`src/rtl/v_hier_lane_scan.sv`:
```
// Captures a LANES x WIDTH input vector into a snapshot and streams it out one lane per
// valid/ready beat, either as a single scan or continuously with a re-capture at each wrap.
module v_hier_lane_scan #(
    parameter int LANES       = 4,
    parameter int WIDTH       = 1,
    parameter bit FORCE_LANE0 = 1'b1,
    localparam int LW         = (LANES > 1) ? $clog2(LANES) : 1
) (
    input  logic                   clk,
    input  logic                   rst_n,
    input  logic                   start,
    input  logic                   mode,
    input  logic [LANES*WIDTH-1:0] avec,
    output logic [LANES*WIDTH-1:0] qvec,
    output logic                   out_valid,
    input  logic                   out_ready,
    output logic [LW-1:0]          out_lane,
    output logic [WIDTH-1:0]       out_data,
    output logic                   out_last,
    output logic                   busy
);

    typedef enum logic {
        IDLE,
        SEND
    } state_t;

    localparam logic [LW-1:0] LAST_IDX = LW'(LANES - 1);

    state_t                   state_q, state_d;
    logic [LW-1:0]            idx_q, idx_d;
    logic [LANES*WIDTH-1:0]   qvec_q, qvec_d;
    logic [LANES*WIDTH-1:0]   captured;

    always_comb begin
        captured = avec;
        if (FORCE_LANE0) begin
            captured[WIDTH-1:0] = '1;
        end
    end

    always_comb begin
        state_d = state_q;
        idx_d   = idx_q;
        qvec_d  = qvec_q;
        case (state_q)
            IDLE: begin
                if (start) begin
                    qvec_d  = captured;
                    idx_d   = '0;
                    state_d = SEND;
                end
            end
            SEND: begin
                if (out_ready) begin
                    if (idx_q == LAST_IDX) begin
                        idx_d = '0;
                        // mode is only consulted here, so mid-scan changes take effect at the wrap
                        if (mode) begin
                            qvec_d = captured;
                        end else begin
                            state_d = IDLE;
                        end
                    end else begin
                        idx_d = idx_q + 1'b1;
                    end
                end
            end
            default: state_d = IDLE;
        endcase
    end

    always_ff @(posedge clk or negedge rst_n) begin
        if (!rst_n) begin
            state_q <= IDLE;
            idx_q   <= '0;
            qvec_q  <= '0;
        end else begin
            state_q <= state_d;
            idx_q   <= idx_d;
            qvec_q  <= qvec_d;
        end
    end

    // All stream outputs decode registered state only; nothing flows through from out_ready or avec.
    always_comb begin
        qvec      = qvec_q;
        out_valid = (state_q == SEND);
        busy      = (state_q == SEND);
        out_lane  = '0;
        out_data  = '0;
        out_last  = 1'b0;
        if (state_q == SEND) begin
            out_lane = idx_q;
            out_data = qvec_q[int'(idx_q)*WIDTH +: WIDTH];
            out_last = (idx_q == LAST_IDX);
        end
    end

endmodule

```
`config.mk`:
```
export PLATFORM = sky130hd
export DESIGN_NAME = v_hier_lane_scan
export DESIGN_NICKNAME = d
export VERILOG_FILES = /design/src/rtl/v_hier_lane_scan.sv
export SDC_FILE = /design/constraint.sdc
export NUM_CORES = 1
export LEC_CHECK = 0
export CORE_AREA = 4 4 41 43
export DETAILED_ROUTE_END_ITERATION = 8
export DIE_AREA = 0 0 45 47
export PLACE_DENSITY = 0.67
export SETUP_SLACK_MARGIN = 0.4
export SYNTH_ARGS = -nofsm -noshare
export SYNTH_HDL_FRONTEND = slang
export SYNTH_SLANG_ARGS = --single-unit
```
`constraint.sdc`:
```
create_clock -name clk -period 1.6 [get_ports clk]
set_input_delay 0.32 -clock clk [delete_from_list [all_inputs] [get_ports clk]]
set_output_delay 0.32 -clock clk [all_outputs]
set_load 0.02 [all_outputs]
```
**Yosys cells after proc, flatten, opt, wreduce, memory -nomap -nowiden**

Cells that the tools add are included.

- Equal/unequal tests: 5
- Bitwise gates (word level): 1
- Add/sub/neg operators: 1
- Reductions and logical operators: 2
- Shift-type cells: 1
- Muxes and demuxes: 17

Operators with widths:

| cell | count |
|---|---|
| $mux 4 | 4 |
| $mux 2 | 4 |
| $pmux 4 s2 | 1 |
| $mux 1 | 6 |
| $ne 2x2->1 const B | 3 |
| $pmux 2 s2 | 1 |
| $reduce_and 4->1 | 1 |
| $shiftx 4x3->1 | 1 |
| $add 2x1->2 const B | 1 |
| $eq 2x2->1 const B | 1 |
| $ne 2x1->1 const B | 1 |
| $pmux 1 s2 | 1 |
| $reduce_and 2->1 | 1 |
| $not 1->1 | 1 |

- Output and inout bits: 10
- Bits in registers: 7
- Input port bits: 9

**Logic depth before layout (Yosys ltp)**

Gate-level depths: netlist of run 1.

- Word-level depth: 4
- Mapped depth: 4
- Gate-level depth less buffers: 4

**Worst setup path after synthesis of run 1**

Ideal clock, no wire load.

- Kind: reg-to-reg
- From: register idx_q[0]
- To: register qvec_q[1] (netlist: qvec[1])
- Clock period less this slack: 1.517 ns
- Stages on the path, launching flop included: 5
- Path slack: 0.083 ns
- Arrival: 1.392 ns
- Path through: dfrtp_1 > ha_1 > and2_4 > a32oi_4 > mux2_4

- Longest elaborated chain between the ends: 3

RTL lines:

| item | line | text |
|---|---|---|
| from (decl) | 31 | `logic [LW-1:0] idx_q, idx_d;` |
| from (signal assigned) | 80 | `idx_q <= idx_d;` |
| $eq 2x2->1 | 56 | `if (idx_q == LAST_IDX) begin` |
| $ne 2x1->1 (no line) | n/a |  |
| $reduce_and 4->1 (no line) | n/a |  |
| to (signal assigned) | 81 | `qvec_q <= qvec_d;` |
| to (decl) | 32 | `logic [LANES*WIDTH-1:0] qvec_q, qvec_d;` |

No other way between the ends.
A chain may end at the register's enable or synchronous reset.

**Worst setup path after layout of run 1**

- From: register qvec_q[2] (netlist: qvec[2])
- To: output port out_data

- Longest elaborated chain between the ends: 2

RTL lines:

| item | line | text |
|---|---|---|
| $shiftx 4x3->1 | 95 | `out_data = qvec_q[int'(idx_q)*WIDTH +: WIDTH];` |
| $mux 1 | 93 | `if (state_q == SEND) begin` |
| to (decl) | 18 | `output logic [WIDTH-1:0] out_data,` |

No other way between the ends.

==> metrics.txt, run 1 <==
synthesis-stage register bit count=7; relative slew slack=76.2%; Most used DFF post-synth=dfrtp_1; mean number of vias per cell=4.78; Hold Violations, Final=0; GP Congestion=0.752; area of the core=1300 sq um; num ports=19; Antenna Nets Post-Route=0; WL met1=456 microns; Cell Rows=13; total CTS buffers=3; RSZ-0062 raised after global routing=yes; post-synthesis area per instance=12.8 sq um; post-synthesis cell area=384 sq um; drt pass-1 iters=3; leakage power=0.363 nW; met3 WL=59 microns; Top Metal Used=met4; worst-path fanout max=2; Clock transition at path regs=0.06 ns; met2 WL=634 microns; most common cell in the netlist=dfrtp_1; Hold Crit Class=in2async; via count of the first global-routing pass=391; overall power=0.00155 W; Worst R2R Path Depth=6; number of synthesized flops with an enable pin=0; CTS tree=built; sequential fraction of the synthesis area=45.6%; Crit Reg-Reg Startpoint=idx_q[0]; Layout Skew=0.00540 ns; setup TNS=-0.483 ns; GRT Overall Usage=11.1%; grt total ovfl=0; Root Buffer=clkbuf_4; Die Span Y=47 microns; Vias=382; port buffer count=17; Fmax achieved=0.577 GHz; Antenna diodes=0; synth unique cells=18; Worst setup SP type=flip-flop; most instantiated cells after synthesis=dfrtp_1 (7), mux2_4 (3); layout cells sized above 1=63.1%; required time worst endpoint=1.28 ns; Crit. End Element=output port; worst-skew pair later-pin latency=0.25 ns; Clock Path Buffers=2; DR iter-0 viols=7; status=complete, but fails checks; r2r setup slk=-0.11 ns; worst r2r dst=qvec[2]; Final Max Slew Viols=0; Wirelength per Cell=14.5 microns; Final nets=76; minimum clock period=1.73 ns; antenna violations before repair=0; critical path class=reg2out; Final Hold Slack=0.344 ns; failing checks=setup timing; arrival time at the worst endpoint=1.41 ns; Initial Util=29.5%; Finish-stage setup viols=5; Layout Utilization=58.4%; worst vdd ir=1.14 mV; clock sink count=7; cell count after synthesis=30; first-pass GRT wire length=1600 microns; WP buf/inv=1; cts hold-fix bufs=0; yosys warns=0; Mapped Nets=40; Critical-path top delay cell=mux4_2; period utilization=108%; drt drc=0; drt total wl=1160 microns; critical path's top delay family=multiplexers; Area Overhead vs Synth=97.7%; Crit path largest cell delay=0.47 ns; cell taking the most area after synthesis=dfrtp_1; hpwl dp=799 microns; total number of H-tree levels=1; largest net degree at the start of global routing=11; Die ar.=2120 sq um; post-synth top area share=45.6%; Die X=45 microns; Power per Cell Area=2040 nW/um^2; largest cells by area after synthesis=dfrtp_1 (46%), mux2_4 (12%), a32oi_4 (7.2%); Async SR Flop Fraction=100%; fin worst setup slack=-0.134 ns; Least-Margin Pin Slew=0.356 ns; crit path cell chain=mux4_2 -> and2_4 -> buf_6; Max Cap Violations=0
[what timing repair did]
action / in CTS / in global routing
setup endpoints to repair: 15 / 16
pin swaps: 2 / 1
buffers inserted: 3 / 2
cloned: 0 / 0
resized for setup: 59 / 6
[registers in the layout (all words and copies together) (netlist names)]
signal	flops
qvec	4
idx_q	2
busy	1
[layer usage]
metal / vias to the layer above / global-route usage [%]
li1: 175 / -
met1: 191 / 11.4
met2: 14 / 19.2
met3: 2 / 4.21
met4: 0 / 6.43
met5: - / 0
[report_power, final]
part	switching, W	internal, W	leakage, nW
Combinational	0.000406	0.000653	0.272
Clock	0.0000668	0.0000953	0.0150
Sequential	0.0000693	0.000256	0.0754
[stage by stage]
step / setup slack [ns] / area (sq um) / cells
floorplan: 0.161 / 392 / 30
global placement: -0.275 / 648 / 71
detailed placement: -0.303 / 648 / 71
CTS: -0.146 / 723 / 78
global route: -0.160 / 759 / 80
finish: -0.134 / 759 / 80
[layout make-up]
class / instances / area [sq um]
Tap cell: 15 / 18.8
Multi-Input combinational cell: 20 / 200
Sequential cell: 7 / 179
Clock buffer: 4 / 26.3
Inverter: 2 / 7.51
Fill cell: 118 / 542
Timing Repair Buffer: 32 / 328
[placed cells by master, fill, tap and decap left out, types with 3 or more instances in the layout]
| cell type | instances |
|---|---|
| dfrtp_2 | 3 |
| clkdlybuf4s50_1 | 6 |
| buf_6 | 16 |
| clkbuf_4 | 3 |
| and2_4 | 3 |
| mux2_4 | 3 |
| buf_4 | 7 |
| dfrtp_1 | 4 |
[worst register-to-register path: cells and delay by family, from the launching register on]
kind	cells	cell delay (ns)
AOI/OAI and AO/OA	1	0.26
adders and majority gates	1	0.16
buffers and inverters	2	0.29
DFF	1	0.39
and+or+nand+nor	1	0.15
muxes	1	0.34
[how the worst max path moves through the flow]
| stage | from | cells past startpoint | to | slack (ns) |
|---|---|---|---|---|
| 2_1_floorplan | idx_q[1] | 4 | qvec[2] | 0.16 |
| 3_3_place_gp | idx_q[0] | 3 | out_data | -0.27 |
| 3_5_place_dp | idx_q[0] | 3 | out_data | -0.30 |
| 4_1_cts | idx_q[0] | 3 | out_data | -0.15 |
| 5_1_grt | idx_q[0] | 3 | out_data | -0.16 |
| 6_report | qvec[2] | 3 | out_data | -0.13 |
[logic make-up (layout without fill, tap and decap cells)]
family | after synthesis | count (layout) | share of synthesized area (%)
compound gates | 5 | 5 | 13.0
fa+ha+maj | 1 | 1 | 3.26
buf+inv | 3 | 38 | 3.91
flops | 7 | 7 | 45.6
mux | 5 | 5 | 20.2
simple gates | 9 | 9 | 14.0
Note: power is estimated with default switching activity, not from simulation.
==> run 2, diff against run 1 <==
--- a/config.mk
+++ b/config.mk
@@ -8,7 +8,6 @@
 export CORE_AREA = 4 4 41 43
 export DETAILED_ROUTE_END_ITERATION = 8
 export DIE_AREA = 0 0 45 47
-export PLACE_DENSITY = 0.67
 export SETUP_SLACK_MARGIN = 0.4
 export SYNTH_ARGS = -nofsm -noshare
 export SYNTH_HDL_FRONTEND = slang
==> run 2 against run 1 <==
Compared with the run above:
- the run still ends with setup timing left
- non-clock buffer count decreased by 3
- critical endpoint is now qvec[3]
- register-to-register slack about the same
- hold slack got worse by 0.0072 ns
- combinational power decreased by 9%
- wire length decreased by 14%
- via count decreased by 6.8%
- largest power group unchanged
- total power decreased by 7.1%
==> metrics.txt, run 2 (synthesis gave the netlist of run 1 again) <==
status=complete, but fails checks (unchanged); failing checks=setup timing (unchanged); multi-input logic area=200 sq um (unchanged); Initial Util=29.5% (unchanged); Layout Skew=0.00357 ns (was 0.00540 ns); Die X=45 microns (unchanged); RSZ-0062 raised after global routing=yes (unchanged); Crit Reg-Reg Startpoint=idx_q[0] (unchanged); Vias=356 (was 382); num ports=19 (unchanged); Final nets=73 (was 76); critical path's top delay family=flip-flops (was multiplexers); leakage power=0.336 nW (was 0.363 nW); Fmax achieved=0.587 GHz (was 0.577 GHz); Root Buffer=clkbuf_4 (unchanged); register area=179 sq um (unchanged); Die Span Y=47 microns (unchanged); Cell Rows=13 (unchanged); overall power=0.00144 W (was 0.00155 W); Max Cap Violations=0 (unchanged); via count of the first global-routing pass=375 (was 391); GP Congestion=0.736 (was 0.752); Placement Setup Slack=-0.256 ns (was -0.303 ns); Power per Cell Area=1980 nW/um^2 (was 2040 nW/um^2); Worst setup SP type=flip-flop (unchanged); drt pass-1 iters=4 (was 3); Area Overhead vs Synth=89.3% (was 97.7%); minimum clock period=1.70 ns (was 1.73 ns); worst r2r dst=qvec[3] (was qvec[2]); worst vdd ir=0.930 mV (was 1.14 mV); mean number of vias per cell=4.62 (was 4.78); Hold Violations, Final=0 (unchanged); Worst Setup SP=idx_q[0] (was qvec[2]); Clock transition at path regs=0.05 ns (was 0.06 ns); Final Max Slew Viols=0 (unchanged); crit path cell chain=buf_4 -> ha_2 -> and2_4 -> buf_4 -> a32oi_4 -> mux2_4 (was mux4_2 -> and2_4 -> buf_6); cts hold-fix bufs=0 (unchanged); number of fill cells=123 (was 118); CP most frequent cell=buf_4; max FFs per register=4 (unchanged); fin worst setup slack=-0.104 ns (was -0.134 ns); required time worst endpoint=1.73 ns (was 1.28 ns); Antenna diodes=0 (unchanged); DR iter-0 viols=3 (was 7); most frequent cells in the layout=buf_6 (16), clkdlybuf4s50_1 (7), buf_4 (6) (was buf_6 (16), buf_4 (7), clkdlybuf4s50_1 (6)); clock sink count=7 (unchanged); Least-Margin Pin Slew=0.336 ns (was 0.356 ns); area of the core=1300 sq um (unchanged); WP buf/inv=2 (was 1); drt drc=0 (unchanged); antenna violations before repair=0 (unchanged); port buffer count=17 (unchanged); worst-skew pair later-pin latency=0.25 ns (about the same); Antenna Nets Post-Route=0 (unchanged); relative slew slack=77.6% (was 76.2%); CTS tree=built (unchanged); Crit path largest cell delay=0.39 ns (was 0.47 ns); Final Hold Slack=0.336 ns (was 0.344 ns); largest net degree at the start of global routing=8 (was 11); total CTS buffers=3 (unchanged); GRT Overall Usage=11.5% (was 11.1%); worst-path fanout max=4 (was 2); critical path class=reg2reg (was reg2out); r2r setup slk=-0.10 ns (was -0.11 ns); Hold Crit Class=in2async (unchanged); period utilization=106% (was 108%); drt total wl=994 microns (was 1160 microns); Critical-path top delay cell=dfrtp_1 (was mux4_2); Die ar.=2120 sq um (unchanged); first-pass GRT wire length=1660 microns (was 1600 microns); Crit. End Element=flip-flop (was output port); Worst R2R Path Depth=6 (unchanged); Clock Path Buffers=2 (unchanged); layout cells sized above 1=61.3% (was 63.1%); arrival time at the worst endpoint=1.83 ns (was 1.41 ns); most common cell after layout, fill and taps aside=buf_6 (unchanged); grt total ovfl=0 (unchanged); Finish-stage setup viols=4 (was 5); Wirelength per Cell=12.9 microns (was 14.5 microns); hpwl dp=776 microns (was 799 microns); total number of H-tree levels=1 (unchanged)
==> run 2: changes by cell type in the layout (fill, tap and decap cells not counted) <==
cell | previous run | this run
clkdlybuf4s50_1 | 6 | 7
dlymetal6s2s_1 | 1 | 0
clkdlybuf4s15_2 | 2 | 0
buf_4 | 7 | 6
==> run 2: cell type report <==
type                    instances  share of cell area [%]
clock buffers                   4                    3.61
well taps                      15                    2.58
multi-input cells              20                    27.5
inverters                       2                    1.03
flip-flops and latches          7                    24.6
repair buffers                 29                    40.6
==> run 2: stage by stage <==
stage          TNS, ns  cells  area [sq um]  util (%)
3_5_place_dp    -0.644     69           633      48.7
4_1_cts         -0.431     74           686      52.7
3_3_place_gp    -0.538     69           633      48.7
6_report        -0.395     77           727      55.9
5_1_grt         -0.689     77           727      55.9
2_1_floorplan        0     30           392         -
==> run 2: routing by layer <==
metal | vias up | part of all wire (%) | GRT usage, %
li1 | 170 | - | -
met1 | 174 | 36 | 11.2
met2 | 12 | 58 | 21.2
met3 | 0 | 6.1 | 5.75
met4 | 0 | 0 | 3.51
met5 | - | 0 | 0
==> run 2: timing repair <==
item,CTS,global route
setup endpoints to repair,15,15
setup buffers,1,3
pin swaps,2,0
resized for setup,60,10
==> run 2: worst reg2reg max path, stage by stage (launching register included) <==
cell     delay (ns)
dfrtp_1        0.39
buf_4          0.15
ha_2           0.17
and2_4         0.15
buf_4          0.14
a32oi_4        0.26
mux2_4         0.33
==> run 2: how the worst max path moves through the flow <==
stage / endpoint / slack (ns) / depth (start not counted)
6_report: qvec[3] / -0.10 / 6
5_1_grt: qvec[3] / -0.17 / 6
4_1_cts: out_data / -0.11 / 3
3_5_place_dp: out_data / -0.26 / 3
3_3_place_gp: out_data / -0.25 / 3
2_1_floorplan: qvec[2] / 0.16 / 4
==> run 2: power breakdown <==
part           switching (W)  total (W)  internal (W)
Sequential         0.0000635   0.000319      0.000256
Clock              0.0000625   0.000158     0.0000950
Combinational       0.000369   0.000960      0.000591
==> run 3, diff against run 2 <==
==> constraint.sdc (replaced) <==
create_clock -name clk -period 2.1 [get_ports clk]
set_input_delay 0.42 -clock clk [delete_from_list [all_inputs] [get_ports clk]]
set_output_delay 0.42 -clock clk [all_outputs]
set_load 0.02 [all_outputs]
==> run 3 against run 2 <==
Compared with the run above:
- the flow now finishes without violations
- total power fell by 36%
- clock power fell by 25%
- non-clock buffer count fell by 9
- register-to-register slack improved by 0.48 ns
- core utilization fell by 8.6 points
- clock skew rose by 0.0011 ns
- highest routed layer unchanged
==> metrics.txt, run 3 (synthesis gave the netlist of run 1 again) <==
Finish-stage setup viols=0 (was 4); period utilization=85.7%; via count of the first global-routing pass=313 (was 375); WP buf/inv=1 (was 2); critical path's top delay family=multiplexers (was flip-flops); dpl cells=62 (was 69); Area Overhead vs Synth=60.3% (was 89.3%); hpwl dp=669 microns (was 776 microns); fin worst setup slack=0.299 ns (was -0.104 ns); minimum clock period=1.80 ns; Vias=309 (was 356); Initial Util=29.5% (unchanged); Clock Path Buffers=2 (unchanged); CTS tree=built (unchanged); Max Cap Violations=0 (unchanged); most frequent cells in the layout=clkdlybuf4s50_1 (11), dfrtp_1 (6) (was buf_6 (16), clkdlybuf4s50_1 (7), buf_4 (6)); Final nets=64 (was 73); Power per Cell Area=1490 nW/um^2 (was 1980 nW/um^2); drt drc=0 (unchanged); Antenna diodes=0 (unchanged); GP Congestion=0.670 (was 0.736); largest net degree at the start of global routing=11 (was 8); status=finished, final reports clean (was complete, but fails checks); max FFs per register=4 (unchanged); Least-Margin Pin Slew=0.311 ns (was 0.336 ns); total CTS buffers=3 (unchanged); relative slew slack=79.2% (was 77.6%); GRT Overall Usage=8.39% (was 11.5%); Worst setup SP type=flip-flop (unchanged); antenna violations before repair=0 (unchanged); most common cell after layout, fill and taps aside=clkdlybuf4s50_1 (was buf_6); drt pass-1 iters=4 (unchanged); num ports=19 (unchanged); Wirelength per Cell=11.9 microns (was 12.9 microns); leakage power=0.273 nW (was 0.336 nW); Root Buffer=clkbuf_4 (unchanged); first-pass GRT wire length=1300 microns (was 1660 microns); worst r2r dst=qvec[1] (was qvec[3]); Crit. End Element=output port (was flip-flop); grt total ovfl=0 (unchanged); total number of H-tree levels=1 (unchanged); critical path class=reg2out (was reg2reg); Crit path largest cell delay=0.50 ns (was 0.39 ns); area of the core=1300 sq um (unchanged); Worst R2R Path Depth=6 (unchanged); clock sink count=7 (unchanged); Final Non-Filler Cells=68 (was 77); Placement Setup Slack=0.137 ns (was -0.256 ns); RSZ-0062 raised after global routing=yes (unchanged); overall power=0.000919 W (was 0.00144 W); Die Span Y=47 microns (unchanged); required time worst endpoint=1.68 ns (was 1.73 ns); Hold Violations, Final=0 (unchanged); Hold Crit Class=in2async (unchanged); Fmax achieved=0.555 GHz; setup TNS=0 ns (was -0.395 ns); Crit Reg-Reg Startpoint=idx_q[0] (unchanged); Final Max Slew Viols=0 (unchanged); Layout Skew=0.00469 ns (was 0.00357 ns); port buffer count=17 (unchanged); crit path cell chain=mux4_2 -> and2_4 -> buf_6 (was buf_4 -> ha_2 -> and2_4 -> buf_4 -> a32oi_4 -> mux2_4); layout cells sized above 1=35.8% (was 61.3%); drt total wl=811 microns (was 994 microns); Clock transition at path regs=0.05 ns (about the same); worst-path fanout max=2 (was 4); Die ar.=2120 sq um (unchanged); mean number of vias per cell=4.54 (was 4.62); Antenna Nets Post-Route=0 (unchanged); Die X=45 microns (unchanged); worst vdd ir=0.746 mV (was 0.930 mV); r2r setup slk=0.38 ns (was -0.10 ns); DR iter-0 viols=3 (unchanged); worst-skew pair later-pin latency=0.24 ns (was 0.25 ns); cts hold-fix bufs=0 (unchanged); Critical-path top delay cell=mux4_2 (was dfrtp_1); arrival time at the worst endpoint=1.38 ns (was 1.83 ns); Cell Rows=13 (unchanged)
## run 3: changes by cell type in the layout (fill, tap and decap cells not counted), sizes merged
| cell | before | now |
|---|---|---|
| buf | 22 | 5 |
| clkbuf | 4 | 5 |
| dlygate4sd2 | 0 | 3 |
| clkdlybuf4s50 | 7 | 11 |
## run 3: through the flow
step / util [%] / area, sq um / hold WS, ns
2_1_floorplan: - / 384 / 0.124
5_1_grt: 47.3 / 616 / 0.471
6_report: 47.3 / 616 / 0.432
4_1_cts: 45.5 / 592 / 0.449
3_5_place_dp: 44.0 / 573 / 0.488
3_3_place_gp: 44.0 / 573 / 0.476
## run 3: worst reg2reg max path: cells and delay by family (launching register included)
kind,cells,cell delay [ns]
AND/OR/NAND/NOR,1,0.17
AO/OA/AOI/OAI,1,0.27
buffers and inverters,2,0.25
adder cells (fa/ha/maj),1,0.18
flip-flops,1,0.40
multiplexers,1,0.33
## run 3: power by group
part	switching, W	leakage, nW	internal [W]
sequential	0.0000532	0.0775	0.000191
clock	0.0000461	0.0150	0.0000723
combinational	0.000234	0.180	0.000323
total	0.000333	0.273	0.000586
## run 3: worst max path at each step
stage	startpoint	endpoint	slack (ns)	cells after the start
2_1_floorplan	qvec[3]	out_data	0.54	2
3_3_place_gp	idx_q[0]	out_data	0.13	3
3_5_place_dp	idx_q[0]	out_data	0.14	3
4_1_cts	idx_q[0]	out_data	0.26	3
5_1_grt	idx_q[0]	out_data	0.24	3
6_report	idx_q[0]	out_data	0.30	3
## run 3: layer usage
metal | GRT usage [%] | routed length [microns] | part of all wire, % | vias to the layer above
li1 | - | - | - | 153
met1 | 10.3 | 329 | 41 | 147
met2 | 14.4 | 425 | 52 | 9
met3 | 2.68 | 56 | 6.9 | 0
met4 | 1.75 | 0 | 0 | 0
met5 | 0 | 0 | 0 | -
## run 3: layout make-up
type,instances,area [sq um]
inverters,2,7.51
multi-input cells,20,196
well taps,15,18.8
fillers,134,686
repair buffers,20,190
flip-flops and latches,7,176
clock buffers,4,26.3
## run 3: timing repair
item / 4_1_cts / 5_1_grt
setup buffers: 0 / 2
setup endpoints to repair: 6 / 6
gates resized for setup: 15 / 6
cloned: 0 / 0
endpoints found under the hold margin: 0 / 0
pin swaps: 0 / 2
